`src/rtl/btn_pkg.sv`:
```
// Shared definitions for the button conditioning block: debounce FSM
// encodings and the board clock used to derive time-based defaults.
package btn_pkg;

    localparam int unsigned CLK_HZ = 125_000_000;

    localparam int unsigned DEBOUNCE_DEFAULT = CLK_HZ / 100;  // 10 ms
    localparam int unsigned LONG_DEFAULT     = 2 * CLK_HZ;    // 2 s

    typedef enum logic [1:0] {
        ST_IDLE   = 2'd0,
        ST_ARM    = 2'd1,
        ST_HELD   = 2'd2,
        ST_DISARM = 2'd3
    } state_t;

endpackage

```
`src/rtl/button_toggle_en_if.sv`:
```
// Button-side signal bundle: raw button in, enable level and strobes out.
interface button_toggle_en_if;

    logic btn_in;
    logic en_out;
    logic press_pulse;
    logic clr_pulse;

    modport master (output btn_in, input en_out, input press_pulse, input clr_pulse);
    modport slave  (input btn_in, output en_out, output press_pulse, output clr_pulse);

endinterface

```
`src/rtl/button_toggle_en_sync_2ff.sv`:
```
// Two-flop synchroniser for a single asynchronous board input, reset to 0.
module sync_2ff (
    input  logic clk,
    input  logic rst,
    input  logic d,
    output logic q
);

    logic meta;

    always_ff @(posedge clk or posedge rst) begin
        if (rst) begin
            meta <= 1'b0;
            q    <= 1'b0;
        end else begin
            meta <= d;
            q    <= meta;
        end
    end

endmodule

```
`src/rtl/button_toggle_en.sv`:
```
// Debounced push-button to run/pause toggle with press strobe.
// Optional long-press clear strobe enabled by defining LONG_PRESS_EN.
module button_toggle_en
    import btn_pkg::*;
#(
    parameter int unsigned DEBOUNCE_CYCLES = DEBOUNCE_DEFAULT,
    parameter logic        EN_RESET        = 1'b1,
    parameter int unsigned LONG_CYCLES     = LONG_DEFAULT
) (
    input  logic               clk,
    input  logic               rst,
    button_toggle_en_if.slave  bus
);

    localparam int CW = $clog2(DEBOUNCE_CYCLES + 1);
    localparam logic [CW-1:0] CNT_LAST = CW'(DEBOUNCE_CYCLES - 1);

    if (DEBOUNCE_CYCLES < 2 || LONG_CYCLES < 2) begin : g_param_check
        $error("button_toggle_en: DEBOUNCE_CYCLES and LONG_CYCLES must be >= 2");
    end

    logic          btn_s;
    state_t        state_q, state_d;
    logic [CW-1:0] cnt_q, cnt_d;
    logic          en_q, en_d;
    logic          press_q, press_d;

    sync_2ff u_sync (
        .clk (clk),
        .rst (rst),
        .d   (bus.btn_in),
        .q   (btn_s)
    );

    always_ff @(posedge clk or posedge rst) begin
        if (rst) begin
            state_q <= ST_IDLE;
            cnt_q   <= '0;
            en_q    <= EN_RESET;
            press_q <= 1'b0;
        end else begin
            state_q <= state_d;
            cnt_q   <= cnt_d;
            en_q    <= en_d;
            press_q <= press_d;
        end
    end

    // cnt only advances below CNT_LAST, so it saturates instead of wrapping
    always_comb begin
        state_d = state_q;
        cnt_d   = cnt_q;
        en_d    = en_q;
        press_d = 1'b0;
        case (state_q)
            ST_IDLE: begin
                if (btn_s) begin
                    state_d = ST_ARM;
                    cnt_d   = '0;
                end
            end
            ST_ARM: begin
                if (!btn_s) begin
                    state_d = ST_IDLE;
                end else if (cnt_q == CNT_LAST) begin
                    state_d = ST_HELD;
                    en_d    = ~en_q;
                    press_d = 1'b1;
                end else begin
                    cnt_d = cnt_q + 1'b1;
                end
            end
            ST_HELD: begin
                if (!btn_s) begin
                    state_d = ST_DISARM;
                    cnt_d   = '0;
                end
            end
            ST_DISARM: begin
                if (btn_s) begin
                    state_d = ST_HELD;
                end else if (cnt_q == CNT_LAST) begin
                    state_d = ST_IDLE;
                end else begin
                    cnt_d = cnt_q + 1'b1;
                end
            end
            default: state_d = ST_IDLE;
        endcase
    end

    assign bus.en_out      = en_q;
    assign bus.press_pulse = press_q;

`ifdef LONG_PRESS_EN
    localparam int HW = $clog2(LONG_CYCLES + 1);
    localparam logic [HW-1:0] HOLD_LAST = HW'(LONG_CYCLES - 1);
    localparam logic [HW-1:0] HOLD_DONE = HW'(LONG_CYCLES);

    logic [HW-1:0] hold_q, hold_d;
    logic          clr_q, clr_d;

    always_ff @(posedge clk or posedge rst) begin
        if (rst) begin
            hold_q <= '0;
            clr_q  <= 1'b0;
        end else begin
            hold_q <= hold_d;
            clr_q  <= clr_d;
        end
    end

    // Parking at HOLD_DONE after firing keeps the strobe to once per press;
    // a release bounce back into HELD does not restart the hold time.
    always_comb begin
        hold_d = hold_q;
        clr_d  = 1'b0;
        if (state_q == ST_ARM && state_d == ST_HELD) begin
            hold_d = '0;
        end else if (state_q == ST_HELD || state_q == ST_DISARM) begin
            if (hold_q == HOLD_LAST) begin
                if (btn_s) begin
                    clr_d  = 1'b1;
                    hold_d = HOLD_DONE;
                end
            end else if (hold_q != HOLD_DONE) begin
                hold_d = hold_q + 1'b1;
            end
        end
    end

    assign bus.clr_pulse = clr_q;
`else
    assign bus.clr_pulse = 1'b0;
`endif

endmodule

```
`src/flat_wrapper.sv`:
```
// flat-port wrapper written by rule: the top's interface ports become plain ports
module button_toggle_en_flat import btn_pkg::*;
#(
    parameter int unsigned DEBOUNCE_CYCLES = DEBOUNCE_DEFAULT,
    parameter logic        EN_RESET        = 1'b1,
    parameter int unsigned LONG_CYCLES     = LONG_DEFAULT
)
  (clk, rst, bus_btn_in, bus_en_out, bus_press_pulse, bus_clr_pulse);
  button_toggle_en_if bus_i ();
  input  logic clk;
  input  logic rst;
  input wire logic [$bits(bus_i.btn_in)-1:0] bus_btn_in;
  output wire logic [$bits(bus_i.en_out)-1:0] bus_en_out;
  output wire logic [$bits(bus_i.press_pulse)-1:0] bus_press_pulse;
  output wire logic [$bits(bus_i.clr_pulse)-1:0] bus_clr_pulse;
  assign bus_i.btn_in = bus_btn_in;
  assign bus_en_out = bus_i.en_out;
  assign bus_press_pulse = bus_i.press_pulse;
  assign bus_clr_pulse = bus_i.clr_pulse;
  button_toggle_en #(.DEBOUNCE_CYCLES(DEBOUNCE_CYCLES), .EN_RESET(EN_RESET), .LONG_CYCLES(LONG_CYCLES)) u_core (.clk(clk), .rst(rst), .bus(bus_i));
endmodule
```
`config.mk`:
```
export PLATFORM = sky130hd
export DESIGN_NAME = button_toggle_en_flat
export DESIGN_NICKNAME = d
export VERILOG_FILES = /design/src/rtl/btn_pkg.sv /design/src/rtl/button_toggle_en_if.sv /design/src/rtl/button_toggle_en_sync_2ff.sv /design/src/rtl/button_toggle_en.sv /design/src/flat_wrapper.sv
export SDC_FILE = /design/constraint.sdc
export NUM_CORES = 1
export LEC_CHECK = 0
export ABC_AREA = 0
export CORE_UTILIZATION = 23
export DETAILED_ROUTE_END_ITERATION = 16
export DONT_BUFFER_PORTS = 1
export PLACE_DENSITY = 0.37
export SETUP_SLACK_MARGIN = 0.3
export SYNTH_ARGS = -nofsm -noshare
export SYNTH_HDL_FRONTEND = slang
export SYNTH_SLANG_ARGS = --single-unit
```
`constraint.sdc`:
```
create_clock -name clk -period 5 [get_ports clk]
set_input_delay 0.75 -clock clk [delete_from_list [all_inputs] [get_ports clk]]
set_output_delay 0.75 -clock clk [all_outputs]
set_load 0.01 [all_outputs]
```
==> key figures, run 1 <==
Setup path
  • Reg2Reg Depth: 4
  • Slowest CP cell: dfrtp_1
  • Critical path capture point type: flop
  • CP delay by family, top: flip-flops
  • Reg2reg setup slack: 2.69 ns
  • Type of origin of the critical path: flop
  • Critical path arrival: around 2.5 ns
  • Worst path bufs/invs: 1
  • Critical Path Max Stage Delay: 0.64 ns
  • Worst Setup EP: u_core.cnt_q[0]
  • Crit Path Max Fanout: 14
  • Crit path cell chain: inv_1 > or4_4 > o21ai_1 > mux2_2
  • Worst path required time: 5.17 ns
  • Worst r2r src: u_core.state_q[0]
  • Crit path kind: flop to flop
  • Reg2Reg Capture Point: u_core.cnt_q[0]
  • Crit path depth: 4
  • Setup crit start: u_core.state_q[0]

Min path
  • Min-delay worst type: flop to flop
  • Hold path depth: 0

Synthesis
  • Post-synthesis sequential area ratio: 0.481
  • Main synth FF type: dfrtp_1
  • Commonest cells in the netlist: 26 x dfrtp_1, 15 x nand2_1, 10 x o21ai_0, 9 x a21oi_1, 9 x inv_1
  • Syn avg cell area: between 9 and 10 sq um
  • Yosys cell types: between 40 and 50
  • Post-Synthesis Cells: around 140
  • Ys async rst share: 1.00
  • Yosys reg bits: 27
  • Post-synth top area cell: dfrtp_1
  • Synth Cell Area: 0.00141 sq mm
  • Top-area cell type share of the netlist area: 0.462
  • Syn nets: roughly 150
  • Synth warnings: 0
  • Dominant cell by count in the synthesized netlist: dfrtp_1
  • Post-synth EDFFs: 0
  • Synth top area cells: dfrtp_1 46%, o31ai_1 4.3%, nand2_1 4.0%, or4_1 3.7%, o21ai_0 3.6%

Floorplanning
  • Die width: around 80 um
  • Die Y: roughly 80 um
  • Core area: between 0.005 and 0.006 sq mm
  • Initial Util: 0.238
  • Die Area: ~0.0064 sq mm
  • Io pins: 6
  • Rows: 28

STA
  • Setup-failing EPs final: 0
  • Tightest Pin Transition: about 1.0 ns
  • Max-slew violation count: 0
  • Fmax: approximately 430 MHz
  • Max-slew headroom: 0.321
  • Fin crit share: 0.461
  • Setup TNS: 0 ns
  • Final hold vios: 0
  • Min Tclk post-route: 2.31 ns
  • Final Skew: around 0.0054 ns
  • RSZ-0062 raised after global routing: no

Pwr
  • Comb power frac: 0.083
  • Internal: about 0.3 mW
  • Sw frac: 0.260
  • Clk pwr share: 0.316
  • Peak VDD IR: roughly 0.08 mV
  • Leakage power: around 0.6 nW
  • Flop pwr share: 0.601
  • PD cells: about 260 mW/mm^2
  • Psw: approximately 0.10 mW
  • Power Total: 0.403 mW

Clocking
  • CTS root buf: clkbuf_8
  • Clock Latency Late Sink: approximately 0.27 ns
  • Hold Buf Count CTS: 0
  • Clk slew on worst S/H paths: roughly 0.10 ns
  • Post-CTS setup buffers: 0
  • CTS Buf Count: 3
  • Bufs on Longest Clock Path: 2
  • Max H-tree Level: 1
  • TritonCTS clock tree: done
  • Clock sink count: 27
  • CTS-repair resized insts: 0

Drt
  • Vias: 1,138
  • Drt pass-1 iters: 4
  • Drt total wl: 3200 um
  • Routed Antenna Nets: 0
  • Drt first-iter violations: just under 80
  • Drt wl/cell: between 10 and 15 um
  • Vias per std cell: approximately 5.2
  • Final routed DRC violation total: 0

Place
  • Gpl congestion: between 0.7 and 0.8
  • IO Port Bufs: 0
  • DP HPWL: between 2000 and 2500 um

Layout
  • P&R area growth vs syn: 8.71%
  • Share of cells above drive strength 1: 0.0764
  • N_diodes: 0
  • Nets: 149

GRT
  • Initial antenna violation count: 0
  • Vias in the first global route: roughly 1,100
  • First-pass GRT wire length: about 5600 um
  • All-layer global routing usage: 0.113
  • Total global routing overflow: 0
  • Pin count of the biggest net entering global routing: 28

Outcome
  • Outcome: finished clean

Job
  • Max Cap Viol: 0
-- stage by stage --
| step | setup WS, ns | area, sq um | util | hold WS [ns] | std cells |
|---|---|---|---|---|---|
| floorplan | 3.20 | 1410 | - | 0.331 | 144 |
| global placement | 2.81 | 1480 | 0.251 | 0.340 | 215 |
| detailed placement | 2.72 | 1480 | 0.251 | 0.346 | 215 |
| CTS | 2.69 | 1530 | 0.258 | 0.371 | 219 |
| global route | 2.55 | 1530 | 0.258 | 0.380 | 219 |
| finish | 2.69 | 1530 | 0.258 | 0.362 | 219 |
-- worst min-delay path by stage --
stage / startpoint / to / slack, ns
after CTS: u_core.u_sync.meta / u_core.u_sync.q / 0.37
after detailed placement: u_core.u_sync.meta / u_core.u_sync.q / 0.35
after global placement: u_core.u_sync.meta / u_core.u_sync.q / 0.34
final: u_core.u_sync.meta / u_core.u_sync.q / 0.36
after global routing: u_core.u_sync.meta / u_core.u_sync.q / 0.38
after floorplan: u_core.u_sync.meta / u_core.u_sync.q / 0.33
-- layer usage --
layer  share of wire  global-route usage  vias up  wire (um)
met5               0                   0        -          0
met3           0.021              0.0170        2         66
met4          0.0056              0.0375        0         18
met1            0.52               0.163      564       1670
li1                -                   -      552          -
met2            0.45               0.170       20       1450
-- flip-flops by register name, indices dropped and copies added, names as in the netlist, named ones only --
signal	flops
u_core.bus.en_out	1
u_core.bus.press_pulse	1
u_core.cnt_q	21
u_core.state_q	1
u_core.u_sync.meta	1
u_core.u_sync.q	1
-- layout by cell type, fill, tap and decap left out, drive strengths merged, types with 3 or more instances in the layout --
master   n
nand2   15
a21oi    9
nor4b    3
o31ai    8
clkbuf   3
nand3    5
inv      9
o41ai    3
and3     3
o21ai   11
or4      8
dfrtp   26
nand4    6
-- cell families after synthesis --
logic type / after synthesis / synth area share
AND/OR/NAND/NOR: 54 / 0.231
buffers and inverters: 14 / 0.0418
AO/OA/AOI/OAI: 41 / 0.188
adder cells (fa/ha/maj): 1 / 0.00889
multiplexers: 3 / 0.0222
other: 1 / 0.00266
XOR/XNOR: 3 / 0.0240
flip-flops: 27 / 0.481
-- layout make-up --
type	instances	area [sq um]
Clock inverter	1	5.00
Clock buffer	3	41.3
Inverter	9	33.8
Timing Repair Buffer	1	7.51
Sequential cell	27	677
Tap cell	75	93.8
Fill cell	636	4390
Multi-Input combinational cell	103	672
-- power by group through the flow --
stage | clock network (mW) | logic (mW) | registers (mW)
floorplan | 0 | 0.0284 | 0.241
global placement | 0 | 0.0338 | 0.246
detailed placement | 0 | 0.0344 | 0.246
CTS | 0.135 | 0.0342 | 0.242
global route | 0.143 | 0.0386 | 0.245
finish | 0.128 | 0.0333 | 0.242
Power figures use the tool's default switching activity.
==> run 2: changes to the inputs <==
Settings changed: PLACE_DENSITY 0.37 to 0.38.
Clock period 5 ns to 1.96 ns, I/O delays scaled along.
==> run 2 against run 1 <==
Sequential share of layout area is 8.2 points lower. Final cell count up 14%. Count of clock-buffer cells in the layout unchanged. Utilization up 6.1 points. Clock power grew to 2.6 times the previous value. Flip-flop and latch count unchanged. First-iteration DRC count is 28% higher. Sequential power rose to 2.5 times the previous value. Register-to-register slack got worse by 2.5 ns. Die area unchanged. Largest cell class is now multi-input gates.
==> key figures, run 2 (synthesis gave the netlist of run 1 again) <==
STA
  • Max-slew violation count: 0 (unchanged)
  • RSZ-0062 raised after global routing: yes
  • Fmax: 572 MHz (+32%)
  • Setup-failing EPs final: 0 (unchanged)
  • Final WS setup: 0.211 ns (-2.48 ns)
  • Final Skew: 0.00337 ns (-0.00205 ns)
  • Fin crit share: 0.892 (+0.431)
  • Setup TNS: 0 ns (unchanged)
  • Final hold vios: 0 (unchanged)
  • Min Tclk post-route: 1.75 ns (-0.557 ns)

Layout
  • Most common cell after layout, fill and taps aside: buf_4
  • P&R area growth vs syn: 34.3%
  • Register area: 681 sq um (+0.55%)
  • Filler cells: 606 (-4.7%)
  • Share of cells above drive strength 1: 0.351 (+0.274)
  • Most frequent cells in the layout: 27 x buf_4, 23 x dfrtp_1, 12 x nand2_1
  • Area of the multi-input gates: 790 sq um (+18%)
  • Top reg by flops: u_core.cnt_q
  • Max reg flops: 21 (unchanged)
  • N_diodes: 0 (unchanged)
  • Nets: 179 (+20%)

Drt
  • Drt wl/cell: 15.4 um (+5.3%)
  • Routed Antenna Nets: 0 (unchanged)
  • Vias: 1,281 (+13%)
  • Drt pass-1 iters: 4 (unchanged)
  • Drt first-iter violations: 101 (+28%)
  • Final routed DRC violation total: 0 (unchanged)
  • Drt total wl: 3830 um (+20%)
  • Vias per std cell: 5.14 (-1.0%)

Clocking
  • CTS root buf: clkbuf_8
  • Bufs on Longest Clock Path: 2 (unchanged)
  • Clk slew on worst S/H paths: 0.10 ns (about the same)
  • CTS Buf Count: 3 (unchanged)
  • Clock Latency Late Sink: 0.28 ns (about the same)
  • Clock sink count: 27 (unchanged)
  • TritonCTS clock tree: done
  • Max H-tree Level: 1 (unchanged)

Setup path
  • Reg2Reg Depth: 5 (+1)
  • Worst r2r src: u_core.cnt_q[1]
  • Worst path required time: 2.17 ns (-3.00 ns)
  • Setup crit start: u_core.cnt_q[1]
  • Critical path capture point type: flop
  • Reg2Reg Capture Point: u_core.cnt_q[18]
  • Crit Path Max Fanout: 6 (-8)
  • Reg2reg setup slack: 0.21 ns (-2.48 ns)
  • Crit path kind: flop to flop
  • Type of origin of the critical path: flop
  • Critical path arrival: 1.96 ns (-0.52 ns)

Job
  • Max Cap Viol: 0 (unchanged)

Place
  • Gpl congestion: 0.755 (-2.3%)
  • DP HPWL: 2540 um (+14%)
  • Worst slack, placed: 0.124 ns (-2.59 ns)
  • IO Port Bufs: 0 (unchanged)

Pwr
  • Peak VDD IR: 0.308 mV (+290%)
  • PD cells: 582 mW/mm^2 (+120%)
  • Leakage power: 0.782 nW (+28%)

Floorplanning
  • Die Y: 80.2 um (unchanged)
  • Rows: 28 (unchanged)
  • Core area: 0.00592 sq mm (unchanged)
  • Die Area: 0.00644 sq mm (unchanged)
  • Initial Util: 0.238 (unchanged)
  • Die width: 80.2 um (unchanged)
  • Io pins: 6 (unchanged)

GRT
  • All-layer global routing usage: 0.133 (+0.0201)
  • Total global routing overflow: 0 (unchanged)
  • Pin count of the biggest net entering global routing: 28 (unchanged)
  • First-pass GRT wire length: 6400 um (+14%)
  • Vias in the first global route: 1,297 (+19%)
  • Initial antenna violation count: 0 (unchanged)

Min path
  • Hold Path End: u_core.u_sync.meta
  • Min-delay worst type: input port to flop
  • Hold Path Origin: bus_btn_in
  • Hold path depth: 0 (unchanged)

Outcome
  • Outcome: finished clean
==> run 2: cell types whose count changed in the layout (fill, tap and decap cells not counted), sizes merged <==
cell and delta:
dlygate4sd3 +1, buf +29
==> run 2: worst max path at each step <==
| stage | slack [ns] | end |
|---|---|---|
| finish | 0.21 | u_core.cnt_q[18] |
| global route | 0.12 | u_core.cnt_q[0] |
| global placement | 0.16 | u_core.cnt_q[19] |
| floorplan | 0.20 | u_core.cnt_q[20] |
| CTS | 0.23 | u_core.cnt_q[0] |
| detailed placement | 0.12 | u_core.cnt_q[19] |
==> run 2: final cells by class <==
type,instances,share of cell area
inverter,9,0.0179
tap,75,0.0496
sequential,27,0.360
timing repair buffer,31,0.130
clock inverter,1,0.00265
clock buffer,3,0.0218
multi-input combinational,103,0.418
==> run 2: what timing repair did <==
action | CTS | global route
hold endpoints to repair | 26 | 0
gates resized for setup | 17 | 14
pin swaps | 11 | 8
hold buffers | 1 | 0
setup endpoints to repair | 17 | 19
buffers inserted | 11 | 4
==> run 2: critical path, stage by stage (launching register included) <==
cell and delay [ns]:
dfrtp_1 0.39, ha_2 0.19, and3_4 0.20, nand4_1 0.22
or4_1 0.53, a21oi_1 0.15
==> run 2: routing by layer <==
layer	share of wire	track usage	wire length, um	vias to the layer above
met5	0	0	0	-
met4	0.014	0.0482	52	0
met3	0.026	0.0182	98	5
met2	0.48	0.229	1820	23
met1	0.48	0.168	1850	643
li1	-	-	-	610
==> run 2: power breakdown <==
part | internal (mW) | total, mW | switching (mW)
logic | 0.0840 | 0.161 | 0.0772
clock network | 0.143 | 0.331 | 0.188
registers | 0.582 | 0.607 | 0.0249
==> run 2: per-stage QoR <==
| stage | std cells | cell area, sq um | total power [mW] | util | hold WS (ns) |
|---|---|---|---|---|---|
| final | 249 | 1890 | 1.10 | 0.319 | 0.0299 |
| after global routing | 249 | 1890 | 1.16 | 0.319 | 0.0128 |
| after CTS | 245 | 1800 | 1.11 | 0.304 | 0.0230 |
| after detailed placement | 229 | 1590 | 0.739 | 0.269 | 0.292 |
| after global placement | 229 | 1590 | 0.736 | 0.269 | 0.285 |
| after floorplan | 144 | 1420 | 0.689 | - | 0.325 |
==> run 3: changes to the inputs <==
Settings changed: CORE_MARGIN from default to 2, TNS_END_PERCENT from default to 5.
==> run 3 against run 2 <==
Critical path depth up 1. Sequential power rose by 1%. Clock skew up 0.0043 ns. Highest routed layer unchanged. Largest cell class unchanged. Critical endpoint is now u_core.cnt_q[20]. The run now ends with hold timing left. Maximum frequency down 3.4%. Clock power is 4% lower. Non-clock buffer count decreased by 8.
==> key figures, run 3 (synthesis gave the netlist of run 1 again) <==
Setup path
  • Crit Path Max Fanout: 4 (-2)
  • CP delay by family, top: simple AND/OR/NAND/NOR gates
  • Type of origin of the critical path: flop
  • Critical Path Max Stage Delay: 0.42 ns (-0.11 ns)
  • Critical path arrival: 2.01 ns (+0.05 ns)
  • Worst path bufs/invs: 1 (+1)
  • Critical path capture point type: flop
  • Slowest CP cell: or4_4
  • Worst path required time: 2.16 ns (about the same)
  • Crit path kind: flop to flop
  • Crit path cell chain: ha_2 > and3_4 > nand4_1 > buf_4 > or4_4 > a21oi_2

Drt
  • Final routed DRC violation total: 0 (unchanged)
  • Drt first-iter violations: 69 (-32%)
  • Vias per std cell: 5.10 (-0.87%)
  • Drt wl/cell: 15.0 um (-2.1%)
  • Drt pass-1 iters: 6 (+2)
  • Routed Antenna Nets: 0 (unchanged)
  • Vias: 1,229 (-4.1%)
  • Drt total wl: 3630 um (-5.2%)

GRT
  • All-layer global routing usage: 0.120 (-0.0129)
  • Initial antenna violation count: 0 (unchanged)
  • Vias in the first global route: 1,254 (-3.3%)
  • First-pass GRT wire length: 6150 um (-3.9%)
  • Total global routing overflow: 0 (unchanged)
  • Pin count of the biggest net entering global routing: 17 (-39%)

Clocking
  • Clock Latency Late Sink: 0.27 ns (about the same)
  • Max H-tree Level: 1 (unchanged)
  • CTS root buf: clkbuf_8
  • TritonCTS clock tree: done
  • CTS Buf Count: 3 (unchanged)
  • Clk slew on worst S/H paths: 0.10 ns (about the same)
  • Clock sink count: 27 (unchanged)
  • Bufs on Longest Clock Path: 2 (unchanged)

Layout
  • Top reg by flops: u_core.cnt_q
  • Nets: 171 (-4.5%)
  • N_diodes: 0 (unchanged)
  • Filler cells: 618 (+2.0%)
  • P&R area growth vs syn: 23.1%
  • Max reg flops: 21 (unchanged)
  • Share of cells above drive strength 1: 0.253 (-0.0976)
  • Most frequent cells in the layout: 25 x dfrtp_1, 23 x buf_4, 15 x nand2_1
  • Most common cell after layout, fill and taps aside: dfrtp_1

Min path
  • Min-delay worst type: input port to asynchronous set/reset pin

Place
  • IO Port Bufs: 0 (unchanged)
  • DP HPWL: 2510 um (-1.3%)
  • Gpl congestion: 0.781 (+3.4%)

STA
  • Max-slew violation count: 0 (unchanged)
  • Final Skew: 0.00768 ns (+0.00431 ns)
  • RSZ-0062 raised after global routing: yes
  • Max-slew headroom: 0.568
  • Hold slack: -0.0158 ns (-0.0457 ns)
  • Fin crit share: 0.924 (+0.0318)
  • Tightest Pin Transition: ~0.65 ns
  • Setup TNS: 0 ns (unchanged)
  • Final hold vios: 14 (+14)
  • Setup-failing EPs final: 0 (unchanged)
  • Fmax: 552 MHz (-3.4%)
  • Min Tclk post-route: 1.81 ns (+0.0624 ns)

Floorplanning
  • Core area: 0.00592 sq mm (unchanged)
  • Die width: 82.2 um (+2.5%)
  • Io pins: 6 (unchanged)
  • Die Area: 0.00676 sq mm (+5.0%)
  • Rows: 28 (unchanged)
  • Die Y: 82.2 um (+2.5%)
  • Initial Util: 0.238 (unchanged)

Pwr
  • Power Total: 1.05 mW (-4.9%)
  • Leakage power: 0.716 nW (-8.4%)
  • Peak VDD IR: 0.366 mV (+19%)
  • PD cells: 603 mW/mm^2 (+3.8%)

Job
  • Max Cap Viol: 0 (unchanged)

Outcome
  • Outcome: complete, but fails checks
  • Failing checks: hold timing
==> run 3: cell types whose count changed in the layout (fill, tap and decap cells not counted), sizes merged <==
cell / previous run / this run
dlygate4sd3: 1 / 0
buf: 30 / 23
==> run 3: power breakdown <==
part | switching, mW | total, mW | internal, mW
Combinational | 0.0595 | 0.112 | 0.0529
Clock | 0.175 | 0.317 | 0.142
Sequential | 0.0325 | 0.616 | 0.583
==> run 3: final timing paths <==
check	startpoint	end	slack, ns	cells after the start
hold / removal	rst	asynchronous set/reset pin	-0.02	1
min in group clk	bus_btn_in	u_core.u_sync.meta	0.04	0
setup / recovery	u_core.cnt_q[1]	u_core.cnt_q[20]	0.15	6
max in group asynchronous	rst	u_core.cnt_q[17]	1.36	2
hold reg to reg	u_core.u_sync.meta	u_core.u_sync.q	0.36	0
setup reg to reg	u_core.cnt_q[1]	u_core.cnt_q[20]	0.15	6
==> run 3: routing by layer <==
layer	vias up	GRT usage	part of all wire
li1	596	-	-
met5	-	0	0
met3	4	0.0315	0.023
met4	0	0.0350	0.011
met1	618	0.152	0.48
met2	11	0.201	0.48
==> run 3: metrics by stage <==
stage | hold WS, ns | utilization | instances | instance area (sq um) | worst slack (ns)
after CTS | 0.00952 | 0.289 | 240 | 1710 | 0.181
after floorplan | 0.325 | - | 144 | 1420 | 0.201
after detailed placement | 0.315 | 0.268 | 228 | 1590 | 0.0845
after global routing | 0.0110 | 0.293 | 241 | 1730 | 0.0275
final | -0.0158 | 0.293 | 241 | 1730 | 0.148
after global placement | 0.307 | 0.268 | 228 | 1590 | 0.0246
==> run 3: layout make-up <==
cell class                 instances  area (sq um)  area share
clock buffer                       3          41.3      0.0238
clock inverter                     1          5.00     0.00289
inverter                           9          33.8      0.0195
multi-input combinational        103           708       0.409
sequential                        27           678       0.391
tap                               75          93.8      0.0542
timing repair buffer              23           173      0.0996
==> run 3: what timing repair did <==
| item | CTS | global route |
|---|---|---|
| pin swaps | 8 | 3 |
| buffers inserted | 8 | 1 |
| resized for setup | 5 | 4 |
| setup endpoints to repair | 17 | 20 |
| hold endpoints to repair | 0 | 0 |
| hold buffers | 0 | 0 |
| gates cloned | 0 | 0 |
